==> src/rtl/lsu_bus_adapter_pkg.sv <==
// Shared definitions for the load/store bus adapter.
//   size_e       : access size encoding as driven on req_size_i
//   state_e      : adapter state machine states
//   ERR_*        : bit positions inside rsp_err_o
//   misaligned() : true when a byte address is not aligned to the access size
package lsu_bus_adapter_pkg;

  typedef enum logic [1:0] {
    SIZE_B = 2'b00,
    SIZE_H = 2'b01,
    SIZE_W = 2'b10,
    SIZE_D = 2'b11
  } size_e;

  typedef enum logic [1:0] {
    S_IDLE = 2'b00,
    S_REQ  = 2'b01,
    S_WAIT = 2'b10,
    S_RSP  = 2'b11
  } state_e;

  localparam int ERR_MISALIGN = 0;  // misaligned address or illegal size
  localparam int ERR_TIMEOUT  = 1;  // bus did not complete in time

  function automatic logic misaligned(input logic [2:0] addr_lo, input logic [1:0] size);
    logic bad;
    case (size)
      SIZE_B:  bad = 1'b0;
      SIZE_H:  bad = addr_lo[0];
      SIZE_W:  bad = |addr_lo[1:0];
      default: bad = |addr_lo[2:0];
    endcase
    return bad;
  endfunction

endpackage

==> src/rtl/lsu_load_align.sv <==
// Combinational load-data alignment: picks the addressed lane out of a
// full-width bus word and sign- or zero-extends it to XLEN.
//   rdata       : full-width read data from the bus
//   offset      : byte offset of the access inside the bus word
//   size        : access size (size_e encoding)
//   is_unsigned : 1 = zero-extend, 0 = sign-extend
//   data        : right-aligned, extended result
module lsu_load_align
  import lsu_bus_adapter_pkg::*;
#(
  parameter int XLEN  = 32,
  parameter int OFF_W = $clog2(XLEN / 8)
) (
  input  logic [XLEN-1:0]  rdata,
  input  logic [OFF_W-1:0] offset,
  input  logic [1:0]       size,
  input  logic             is_unsigned,
  output logic [XLEN-1:0]  data
);

  logic [XLEN-1:0] shifted;
  logic [XLEN-1:0] keep_mask;
  logic            sign;

  // Extension is done with a mask rather than replication so the same code
  // holds for XLEN=32, where a word already fills the whole result.
  // NOTE: every always_comb output gets a value before the case so no path
  // can leave it unassigned and infer a latch.
  always_comb begin
    shifted   = rdata >> {offset, 3'b000};
    keep_mask = '1;
    sign      = 1'b0;
    case (size)
      SIZE_B: begin
        keep_mask = XLEN'(8'hFF);
        sign      = shifted[7];
      end
      SIZE_H: begin
        keep_mask = XLEN'(16'hFFFF);
        sign      = shifted[15];
      end
      SIZE_W: begin
        keep_mask = XLEN'(32'hFFFF_FFFF);
        sign      = shifted[31];
      end
      default: begin
        keep_mask = '1;
        sign      = 1'b0;
      end
    endcase
    data = (shifted & keep_mask) | ((sign && !is_unsigned) ? ~keep_mask : '0);
  end

endmodule

==> src/rtl/lsu_bus_adapter.sv <==
// Adapter between a core load/store unit and a simple valid/ready memory bus.
// One access at a time: IDLE accepts, REQ holds the bus request, WAIT
// collects load data, RSP pulses the completion for one cycle.
//   clk, rst              : clock, synchronous active-high reset
//   req_*                 : core request (valid/ready, we, size, unsigned, addr, wdata)
//   rsp_valid_o/rdata/err : one-cycle completion with extended data and error code
//   mem_valid_o..wdata_o  : bus request with aligned address and byte lanes
//   mem_ready_i           : bus accepts the request
//   mem_rvalid_i/rdata_i  : full-width read return
module lsu_bus_adapter
  import lsu_bus_adapter_pkg::*;
#(
  parameter int XLEN    = 32,
  parameter int TIMEOUT = 16
) (
  input  logic              clk,
  input  logic              rst,
  input  logic              req_valid_i,
  output logic              req_ready_o,
  input  logic              req_we_i,
  input  logic [1:0]        req_size_i,
  input  logic              req_unsigned_i,
  input  logic [XLEN-1:0]   req_addr_i,
  input  logic [XLEN-1:0]   req_wdata_i,
  output logic              rsp_valid_o,
  output logic [XLEN-1:0]   rsp_rdata_o,
  output logic [1:0]        rsp_err_o,
  output logic              mem_valid_o,
  input  logic              mem_ready_i,
  output logic              mem_we_o,
  output logic [XLEN-1:0]   mem_addr_o,
  output logic [XLEN/8-1:0] mem_wstrb_o,
  output logic [XLEN-1:0]   mem_wdata_o,
  input  logic              mem_rvalid_i,
  input  logic [XLEN-1:0]   mem_rdata_i
);

  localparam int NB    = XLEN / 8;
  localparam int OFF_W = $clog2(NB);

  state_e           state;
  logic [7:0]       cnt;
  logic [OFF_W-1:0] off_q;
  logic [1:0]       size_q;
  logic             uns_q;
  logic             ready_q;
  logic             mem_valid_q;
  logic             rsp_valid_q;

  logic [OFF_W-1:0] req_off;
  logic             req_bad;
  logic [NB-1:0]    req_strb;
  logic [XLEN-1:0]  req_mask;
  logic [XLEN-1:0]  load_data;

  // Request decode: error check, strobes and lane-shifted store data.
  always_comb begin
    req_off  = req_addr_i[OFF_W-1:0];
    req_bad  = misaligned(req_addr_i[2:0], req_size_i) ||
               (req_size_i == SIZE_D && XLEN == 32);
    req_strb = '1;
    req_mask = '1;
    case (req_size_i)
      SIZE_B: begin
        req_strb = NB'(1) << req_off;
        req_mask = XLEN'(8'hFF);
      end
      SIZE_H: begin
        req_strb = NB'(3) << req_off;
        req_mask = XLEN'(16'hFFFF);
      end
      SIZE_W: begin
        req_strb = NB'(4'hF) << req_off;
        req_mask = XLEN'(32'hFFFF_FFFF);
      end
      default: begin
        req_strb = '1;
        req_mask = '1;
      end
    endcase
  end

  lsu_load_align #(.XLEN(XLEN), .OFF_W(OFF_W)) u_align (
    .rdata       (mem_rdata_i),
    .offset      (off_q),
    .size        (size_q),
    .is_unsigned (uns_q),
    .data        (load_data)
  );

  // Reset is synchronous, so the registered valids are masked with rst to
  // drop them in the very first reset cycle, not one edge later.
  assign mem_valid_o = mem_valid_q && !rst;
  assign rsp_valid_o = rsp_valid_q && !rst;
  assign req_ready_o = ready_q || rst;

  // NOTE: sequential state uses non-blocking assignments only, so every
  // register sees the pre-edge value of every other register.
  always_ff @(posedge clk) begin
    if (rst) begin
      state       <= S_IDLE;
      cnt         <= '0;
      off_q       <= '0;
      size_q      <= '0;
      uns_q       <= 1'b0;
      ready_q     <= 1'b1;
      mem_valid_q <= 1'b0;
      rsp_valid_q <= 1'b0;
      rsp_rdata_o <= '0;
      rsp_err_o   <= '0;
      mem_we_o    <= 1'b0;
      mem_addr_o  <= '0;
      mem_wstrb_o <= '0;
      mem_wdata_o <= '0;
    end else begin
      rsp_valid_q <= 1'b0;
      case (state)
        S_IDLE: begin
          if (req_valid_i) begin
            ready_q     <= 1'b0;
            cnt         <= '0;
            off_q       <= req_off;
            size_q      <= req_size_i;
            uns_q       <= req_unsigned_i;
            mem_we_o    <= req_we_i;
            mem_addr_o  <= {req_addr_i[XLEN-1:OFF_W], {OFF_W{1'b0}}};
            mem_wstrb_o <= req_strb;
            mem_wdata_o <= (req_wdata_i & req_mask) << {req_off, 3'b000};
            rsp_rdata_o <= '0;
            rsp_err_o   <= '0;
            if (req_bad) begin
              rsp_err_o[ERR_MISALIGN] <= 1'b1;
              rsp_valid_q             <= 1'b1;
              state                   <= S_RSP;
            end else begin
              mem_valid_q <= 1'b1;
              state       <= S_REQ;
            end
          end
        end
        S_REQ: begin
          // A handshake in the last allowed cycle still wins over timeout.
          if (mem_ready_i) begin
            mem_valid_q <= 1'b0;
            cnt         <= cnt + 8'd1;
            if (mem_we_o) begin
              rsp_valid_q <= 1'b1;
              state       <= S_RSP;
            end else begin
              state <= S_WAIT;
            end
          end else if (cnt == 8'(TIMEOUT - 1)) begin
            mem_valid_q            <= 1'b0;
            rsp_err_o[ERR_TIMEOUT] <= 1'b1;
            rsp_valid_q            <= 1'b1;
            state                  <= S_RSP;
          end else begin
            cnt <= cnt + 8'd1;
          end
        end
        S_WAIT: begin
          if (mem_rvalid_i) begin
            rsp_rdata_o <= load_data;
            rsp_valid_q <= 1'b1;
            state       <= S_RSP;
          end else if (cnt == 8'(TIMEOUT - 1)) begin
            rsp_err_o[ERR_TIMEOUT] <= 1'b1;
            rsp_valid_q            <= 1'b1;
            state                  <= S_RSP;
          end else begin
            cnt <= cnt + 8'd1;
          end
        end
        default: begin
          ready_q <= 1'b1;
          state   <= S_IDLE;
        end
      endcase
    end
  end

endmodule

==> config.mk <==
export PLATFORM = sky130hd
export DESIGN_NAME = lsu_bus_adapter
export DESIGN_NICKNAME = d
export VERILOG_FILES = /design/src/rtl/lsu_bus_adapter_pkg.sv /design/src/rtl/lsu_load_align.sv /design/src/rtl/lsu_bus_adapter.sv
export SDC_FILE = /design/constraint.sdc
export NUM_CORES = 1
export LEC_CHECK = 0
export ABC_AREA = 1
export BUFFER_PORTS_ARGS = -buffer_cell sky130_fd_sc_hd__buf_2
export CELL_PAD_IN_SITES_DETAIL_PLACEMENT = 0
export CELL_PAD_IN_SITES_GLOBAL_PLACEMENT = 1
export CORE_MARGIN = 3
export CORE_UTILIZATION = 36
export CTS_BUF_LIST = sky130_fd_sc_hd__clkbuf_8
export DETAILED_ROUTE_END_ITERATION = 10
export GPL_TIMING_DRIVEN = 0
export PLACE_DENSITY = 0.85
export SETUP_SLACK_MARGIN = 0.15
export SLEW_MARGIN = 20
export SYNTH_ARGS = -nofsm -noshare
export SYNTH_HDL_FRONTEND = slang
export SYNTH_SLANG_ARGS = --single-unit
==> constraint.sdc <==
create_clock -name clk -period 1.9 [get_ports clk]
set_clock_uncertainty 0.15 [all_clocks]
set_input_delay 0.285 -clock clk [delete_from_list [all_inputs] [get_ports clk]]
set_output_delay 0.285 -clock clk [all_outputs]
set_load 0.1 [all_outputs]
==> results by group, run 1 <==
GRT
  • First-pass GRT wire length: 32,100 um
  • Initial antenna violation count: 1
  • GR Util All Layers: 22.4%
  • Vias in the first global route: slightly above 6,000
  • Largest net degree at the start of global routing: 17
  • Congestion Overflow GR: 0

Place
  • Placed Cells incl. Taps: 1,284
  • PortBufs: 207
  • Final Wtd Congestion: about 0.89
  • Place WS: -157 ps
  • HPWL after DPL: 15,700 um

Route
  • TritonRoute pass-1 iters: 5
  • Initial drt markers: 368
  • Total Wirelength: around 21,000 um
  • Routed WL per cell: 15.6 um
  • Via count: about 6,700
  • Post-DRT Antenna Nets: 0
  • Vias/cell: 4.87
  • DRC viols: 0

Logic synthesis
  • Compound-Gate Fraction of Synth Area: 19.2%
  • Simple logic cell fraction of the synthesized area: 30.1%
  • Syn Std Cell Area: 0.00597 mm2
  • Mean Syn Cell Area: 6.94 um2
  • Synth Register Bits: between 100 and 150
  • Adder-cell share of the synthesized area: around 2.1%
  • Ys async rst share: 0%
  • Main combinational cell family by area after synthesis: simple AND/OR/NAND/NOR gates
  • Synth unique cells: 39
  • Register area share after synthesis: between 30% and 40%
  • Main synth FF type: dfxtp_1
  • Synth Instances: 860
  • Yosys Warn Count: 0
  • Multiplexer share of the synthesized area: 0%
  • Post-synth EDFFs: 0
  • Xor and xnor area share after synthesis: 0%

Floorplanning
  • I/O pins: 211
  • Std cell rows: 46
  • Chip width: about 130 um
  • Initial Util: 37.2%
  • Die footprint: about 0.018 mm2
  • Placeable Area: 0.0161 mm2
  • Die Ht: about 130 um

Run status
  • Status: finished, final reports clean

Power
  • Combinational power share: between 50% and 60%
  • Clock network fraction of design power: between 10% and 20%
  • Int Pwr: roughly 6000 uW
  • Share of total power in sequential cells: between 20% and 30%
  • Peak supply drop: 1.32 mV
  • Switching share of total power: between 50% and 60%
  • Pleak: approximately 0.004 uW
  • Sw power: 6820 uW
  • Final Power: 12,800 uW
  • PwrDens: 1510 mW/mm2

Setup path
  • Critical Path End Type: flop
  • WP data arrival: between 1500 and 2000 ps
  • Critical path launch point type: flop
  • R2r endpoint: rsp_rdata_o[13]$_SDFFE_PP0P_
  • Count of cells along the worst register-to-register path: 10
  • Setup crit end: rsp_rdata_o[13]$_SDFFE_PP0P_
  • Critical Path RT: between 2000 and 2500 ps
  • R2r setup slk: 160 ps
  • CP Class: flop to flop
  • Worst setup startpoint: state[1]$_SDFFE_PP0N_
  • FF-to-FF Start: state[1]$_SDFFE_PP0N_
  • Maximum fanout along the worst path: 6

STA
  • Worst-Margin Slew: 683 ps
  • RSZ-0062 raised after global routing: yes
  • Sum Neg Setup Slack: 0 ps
  • Fin. Hold Viols: 0
  • Post-route minimum period: 1740 ps
  • Final Worst Setup Slack: 158 ps
  • Ratio of final minimum period to clock period: ~92%
  • Slew Viols, Final: 0
  • Fmax: roughly 0.57 GHz
  • Slew HR: 54.4%
  • Final setup vio count: 0

CTS
  • Deepest level of the CTS H-tree: 4
  • Root Buffer: clkbuf_8
  • Clk slew on worst S/H paths: 70 ps
  • CTS tree: done
  • Num CTS Buffers: 17
  • Insertion delay to the later sink of the worst-skew pair: 450 ps
  • CTS max path bufs: 2
  • Clock sinks: about 120

Run
  • Max-cap check violation count: 0

Final layout
  • Fill cells: approximately 1,600
  • Proportion of layout cells with a drive suffix above 1: between 30% and 40%
  • Post-layout nets: 1,254
  • N_diodes: 0
  • Fin cells: around 1,400
  • Area delta synth->final: 41.8%

Min path
  • Hold crit path type: primary input to flop
[Yosys cell counts (all sizes together) (3+ instances only)]
cell	count	share of area, %
nand2	238	16
dfxtp	119	40
nor2	103	6.8
a21oi	91	8.5
o21ai	68	5.7
nand3	63	5.5
inv	53	3.4
buf	31	3.6
o211ai	26	3.3
clkbuf	25	1.6
ha	10	2.1
or2	9	0.94
a22oi	8	1.0
nor3	3	0.44
[how the worst min path moves through the flow]
stage / start / to / slack [ps] / cells past startpoint
after floorplan: mem_valid_q$_SDFFE_PP0P_ / mem_valid_q$_SDFFE_PP0P_ / 290 / 2
after global placement: rsp_rdata_o[6]$_SDFFE_PP0P_ / rsp_rdata_o[6]$_SDFFE_PP0P_ / 300 / 2
after detailed placement: rsp_rdata_o[1]$_SDFFE_PP0P_ / rsp_rdata_o[1]$_SDFFE_PP0P_ / 300 / 2
after CTS: req_wdata_i[0] / mem_wdata_o[0]$_SDFFE_PP0P_ / 30 / 5
after global routing: req_wdata_i[0] / mem_wdata_o[0]$_SDFFE_PP0P_ / 40 / 5
final: req_wdata_i[0] / mem_wdata_o[0]$_SDFFE_PP0P_ / 40 / 5
[sequential cells by signal, indices dropped and copies added (netlist names)]
signal / flops
cnt: 8
mem_addr_o: 30
mem_valid_q: 1
mem_wdata_o: 32
mem_we_o: 1
mem_wstrb_o: 4
off_q: 2
ready_q: 1
rsp_err_o: 2
rsp_rdata_o: 32
rsp_valid_q: 1
size_q: 2
state: 2
uns_q: 1
[cell families after synthesis]
logic type	count (synthesis)
other	1
and+or+nand+nor	421
buffers and inverters	110
DFF	119
adders and majority gates	10
AOI/OAI and AO/OA	199
[power by group through the flow]
stage	combinational, uW	clock [uW]	sequential (uW)
5_1_grt	7970	2240	3270
3_5_place_dp	6540	0	3250
2_1_floorplan	2670	0	5810
4_1_cts	6820	2120	3200
6_report	7500	2080	3220
3_3_place_gp	6550	0	3240
[cells in the final DEF (no fill, tap or decap), types with 2 or more instances in the layout]
cell           instances
o21ai_1                2
nor2_1                95
buf_4                 22
a21oi_2               26
o21ai_0               66
inv_1                 43
nand2_4                7
nor2_4                 3
a21oi_1               63
clkinv_2               3
ha_1                   5
a211oi_1               2
ha_2                   3
conb_1                 2
nor2_2                 4
a21oi_4                2
buf_2                217
clkinv_4               3
a22oi_1                8
ha_4                   2
clkbuf_4               2
buf_6                 12
nand3_2                5
inv_2                  4
dlygate4sd3_1         32
clkbuf_8              17
nand2_1              207
nand4_1                2
dfxtp_2                2
inv_4                  6
dfxtp_1              116
nand3_1               57
o211ai_1              26
nand3b_1               2
buf_8                  4
clkbuf_1              14
clkinvlp_4             6
clkbuf_2               9
nand2_2               24
or2_2                  8
[per-stage QoR]
step	hold WS, ps	cell area, um2	utilization [%]
after floorplan	289	5980	-
after global placement	297	7290	45.4
after detailed placement	302	7290	45.4
after CTS	28.5	8090	50.4
after global routing	39.0	8460	52.7
final	42.6	8460	52.7
[critical path: stages, from the launching register on]
cell	delay, ps
dfxtp_4	370
inv_4	70
ha_4	190
nand2_4	80
clkinv_4	90
nor2_8	50
a21oi_4	220
buf_6	150
buf_6	120
nand2_1	50
a21oi_1	130
[final cells by class]
type | instances | area (um2) | share of cell area, %
Buffer | 56 | 373 | 4.41
Clock buffer | 17 | 234 | 2.77
Clock inverter | 14 | 115 | 1.36
Inverter | 54 | 228 | 2.69
Multi-Input combinational cell | 632 | 3300 | 39.0
Sequential cell | 119 | 2390 | 28.2
Tap cell | 216 | 270 | 3.19
Timing Repair Buffer | 259 | 1560 | 18.4
[per-layer routing]
| metal | part of all wire [%] | routed length [um] | track usage [%] |
|---|---|---|---|
| met5 | 0.033 | 7 | 0 |
| met4 | 1.1 | 230 | 4.98 |
| met3 | 8.8 | 1880 | 7.60 |
| met2 | 47 | 10100 | 36.8 |
| met1 | 43 | 9140 | 28.6 |
[repair_timing]
action                                  in CTS  in global routing
endpoints found under the setup margin     115                 97
hold buffers                                32                  0
resized for setup                           40                 77
buffers inserted                             3                 13
pin swaps                                    2                 15
hold endpoints to repair                    32                  0
gates cloned                                 0                  4
No activity file was read; power rests on OpenSTA's default activity.
==> inputs of run 2 (changes only) <==
ABC_AREA = not set   (was 1)
CORE_UTILIZATION = 37   (was 36)
==> results by group, run 2 <==
Run status
  • Status: finished, violations left
  • Failing checks: negative setup slack

Final layout
  • Area delta synth->final: 56.6%
  • Regs by FF count: mem_wdata_o x32, rsp_rdata_o x32, mem_addr_o x30
  • Sequential cell area: 0.00239 mm2
  • Most frequent cells in the layout: buf_2, dfxtp_1, nand2_1, a21oi_1, dlygate4sd3_1
  • Layout Utilization: around three fifths
  • N_diodes: 0
  • Design area: 0.00843 mm2
  • Fin cells: approximately 1,100
  • Fill cells: 1,223
  • Commonest non-fill, non-tap cell in the layout: buf_2
  • Post-layout nets: 1,029
  • Proportion of layout cells with a drive suffix above 1: 41.6%
  • Area of the multi-input gates: slightly above 0.003 mm2

STA
  • Final setup vio count: 86
  • Worst-Margin Slew: 742 ps
  • Ratio of final minimum period to clock period: 112%
  • Slew Viols, Final: 0
  • RSZ-0062 raised after global routing: yes
  • Fin. Hold Viols: 0
  • Fmax: between 0.4 and 0.5 GHz
  • Post-route minimum period: 2120 ps
  • Slew HR: 50.3%
  • Final Worst Setup Slack: -223 ps
  • Sum Neg Setup Slack: -5360 ps

Setup path
  • R2r setup slk: -220 ps
  • WP data arrival: 2360 ps
  • Critical Path End Type: flop
  • R2r endpoint: cnt[7]$_SDFFE_PP0P_
  • Count of cells along the worst register-to-register path: 8
  • Cell mode on critical path: buf_6
  • Critical path's largest stage delay: 430 ps
  • Maximum fanout along the worst path: 7
  • CP Class: flop to flop
  • Cells along the critical path: inv_4 > ha_4 > buf_6 > nor2b_4 > or3_4 > buf_6 > or4_4 > a21oi_2
  • FF-to-FF Start: state[1]$_SDFFE_PP0N_
  • CP max stage cell: or4_4
  • Critical Path RT: 2130 ps
  • Critical path launch point type: flop

Logic synthesis
  • Top cells by count, synth: dfxtp_1, nand2_1, a21oi_1
  • Ys async rst share: 0%
  • Register area share after synthesis: 44.2%
  • Mean Syn Cell Area: 9.07 um2
  • Syn Std Cell Area: 0.00539 mm2
  • Area contributors post-synth: dfxtp_1, nand2_1, a21oi_1
  • Synth Instances: 594
  • Yosys Warn Count: 0
  • Yosys top cell area share: 44.2%
  • Most numerous cell in the Yosys netlist: dfxtp_1
  • Synth unique cells: 52
  • Post-synth EDFFs: 0
  • Cell taking the most area after synthesis: dfxtp_1
  • Main synth FF type: dfxtp_1
  • Synth Register Bits: 119

Min path
  • WHS Path Cells: 4
  • Hold crit path type: primary input to flop
  • Hold worst-path end: mem_wdata_o[21]$_SDFFE_PP0P_
  • Hold path start: req_wdata_i[21]

GRT
  • Congestion Overflow GR: 0
  • GR Util All Layers: 23.9%
  • Initial antenna violation count: 0
  • Vias in the first global route: between 5,000 and 6,000
  • Largest net degree at the start of global routing: 17
  • First-pass GRT wire length: 30,400 um

CTS
  • CTS tree: done
  • Num CTS Buffers: 17
  • Clock sinks: 119
  • CTS max path bufs: 2
  • Clk slew on worst S/H paths: 70 ps
  • Deepest level of the CTS H-tree: 4
  • Insertion delay to the later sink of the worst-skew pair: 450 ps
  • Root Buffer: clkbuf_8

Power
  • Pleak: 0.00374 uW
  • Final Power: between 10,000 and 15,000 uW
  • Peak supply drop: ~0.73 mV
  • PwrDens: 1400 mW/mm2

Route
  • TritonRoute pass-1 iters: 5
  • Vias/cell: 5.42
  • DRC viols: 0
  • Via count: 5,999
  • Routed WL per cell: 18.0 um
  • Post-DRT Antenna Nets: 0
  • Total Wirelength: 20,000 um
  • Initial drt markers: 381

Floorplanning
  • Initial Util: 38.3%
  • I/O pins: 211
  • Chip width: ~130 um
  • Placeable Area: 0.0140 mm2
  • Std cell rows: 43
  • Die Ht: 127 um
  • Die footprint: ~0.016 mm2

Place
  • Final Wtd Congestion: between 0.8 and 0.9
  • HPWL after DPL: approximately 14,000 um
  • PortBufs: between 200 and 250
  • Placed Area: 0.00675 mm2
  • Placed Cells incl. Taps: 981

Run
  • Max-cap check violation count: 0
## run 2: stage by stage
stage / hold WS (ps) / worst slack, ps
after global placement: 287 / -442
final: 68.0 / -223
after floorplan: 271 / -109
after CTS: 41.7 / -177
after global routing: 60.9 / -261
after detailed placement: 294 / -479
## run 2: worst max path at each step
stage	startpoint	end	slack (ps)	cells after the start
after floorplan	state[1]$_SDFFE_PP0N_	cnt[6]$_SDFFE_PP0P_	-110	8
after global placement	state[1]$_SDFFE_PP0N_	rsp_rdata_o[24]$_SDFFE_PP0P_	-440	8
after detailed placement	state[0]$_SDFFE_PP0N_	rsp_rdata_o[27]$_SDFFE_PP0P_	-480	8
after CTS	state[1]$_SDFFE_PP0N_	cnt[7]$_SDFFE_PP0P_	-180	8
after global routing	state[1]$_SDFFE_PP0N_	cnt[7]$_SDFFE_PP0P_	-260	8
final	state[1]$_SDFFE_PP0N_	cnt[7]$_SDFFE_PP0P_	-220	8
## run 2: kinds of logic after synthesis
group                      count (synthesis)  synth area share, %
muxes                                     33                 8.39
buffers and inverters                     52                 4.14
adders and majority gates                 10                 2.32
and+or+nand+nor                          190                 16.1
AOI/OAI and AO/OA                        189                 24.7
other                                      1               0.0696
DFF                                      119                 44.2
## run 2: area by class of cell
type	count	share of cell area (%)
clock buffer	17	2.77
tap	180	2.67
sequential	119	28.3
clock inverter	15	1.93
multi-input combinational	424	36.6
timing repair buffer	300	23.4
buffer	43	3.84
inverter	9	0.460
## run 2: worst max-delay path: cells and delay by family, from the launching register on
family,cells,cell delay (ps)
buf+inv,3,300
flops,1,380
fa+ha+maj,1,150
compound gates,1,150
simple gates,3,920
## run 2: repair_timing
action / CTS / global route
hold buffers: 50 / 0
setup buffers: 27 / 15
gates cloned: 2 / 0
gates resized for setup: 77 / 33
endpoints found under the hold margin: 58 / 0
pin swaps: 24 / 24
setup endpoints to repair: 119 / 118
## run 2: layer usage
metal	track usage (%)	vias up	share of wire [%]
li1	-	2827	-
met1	27.6	2864	39
met2	41.6	272	50
met3	6.53	36	8.2
met4	9.84	0	2.4
met5	0	-	0
## run 2: where the power goes
| part | switching, uW | leakage [uW] | internal, uW | total (uW) |
|---|---|---|---|---|
| Clock | 1070 | 0.000206 | 1280 | 2350 |
| Combinational | 4240 | 0.00256 | 2160 | 6400 |
| Sequential | 229 | 0.000970 | 2870 | 3100 |
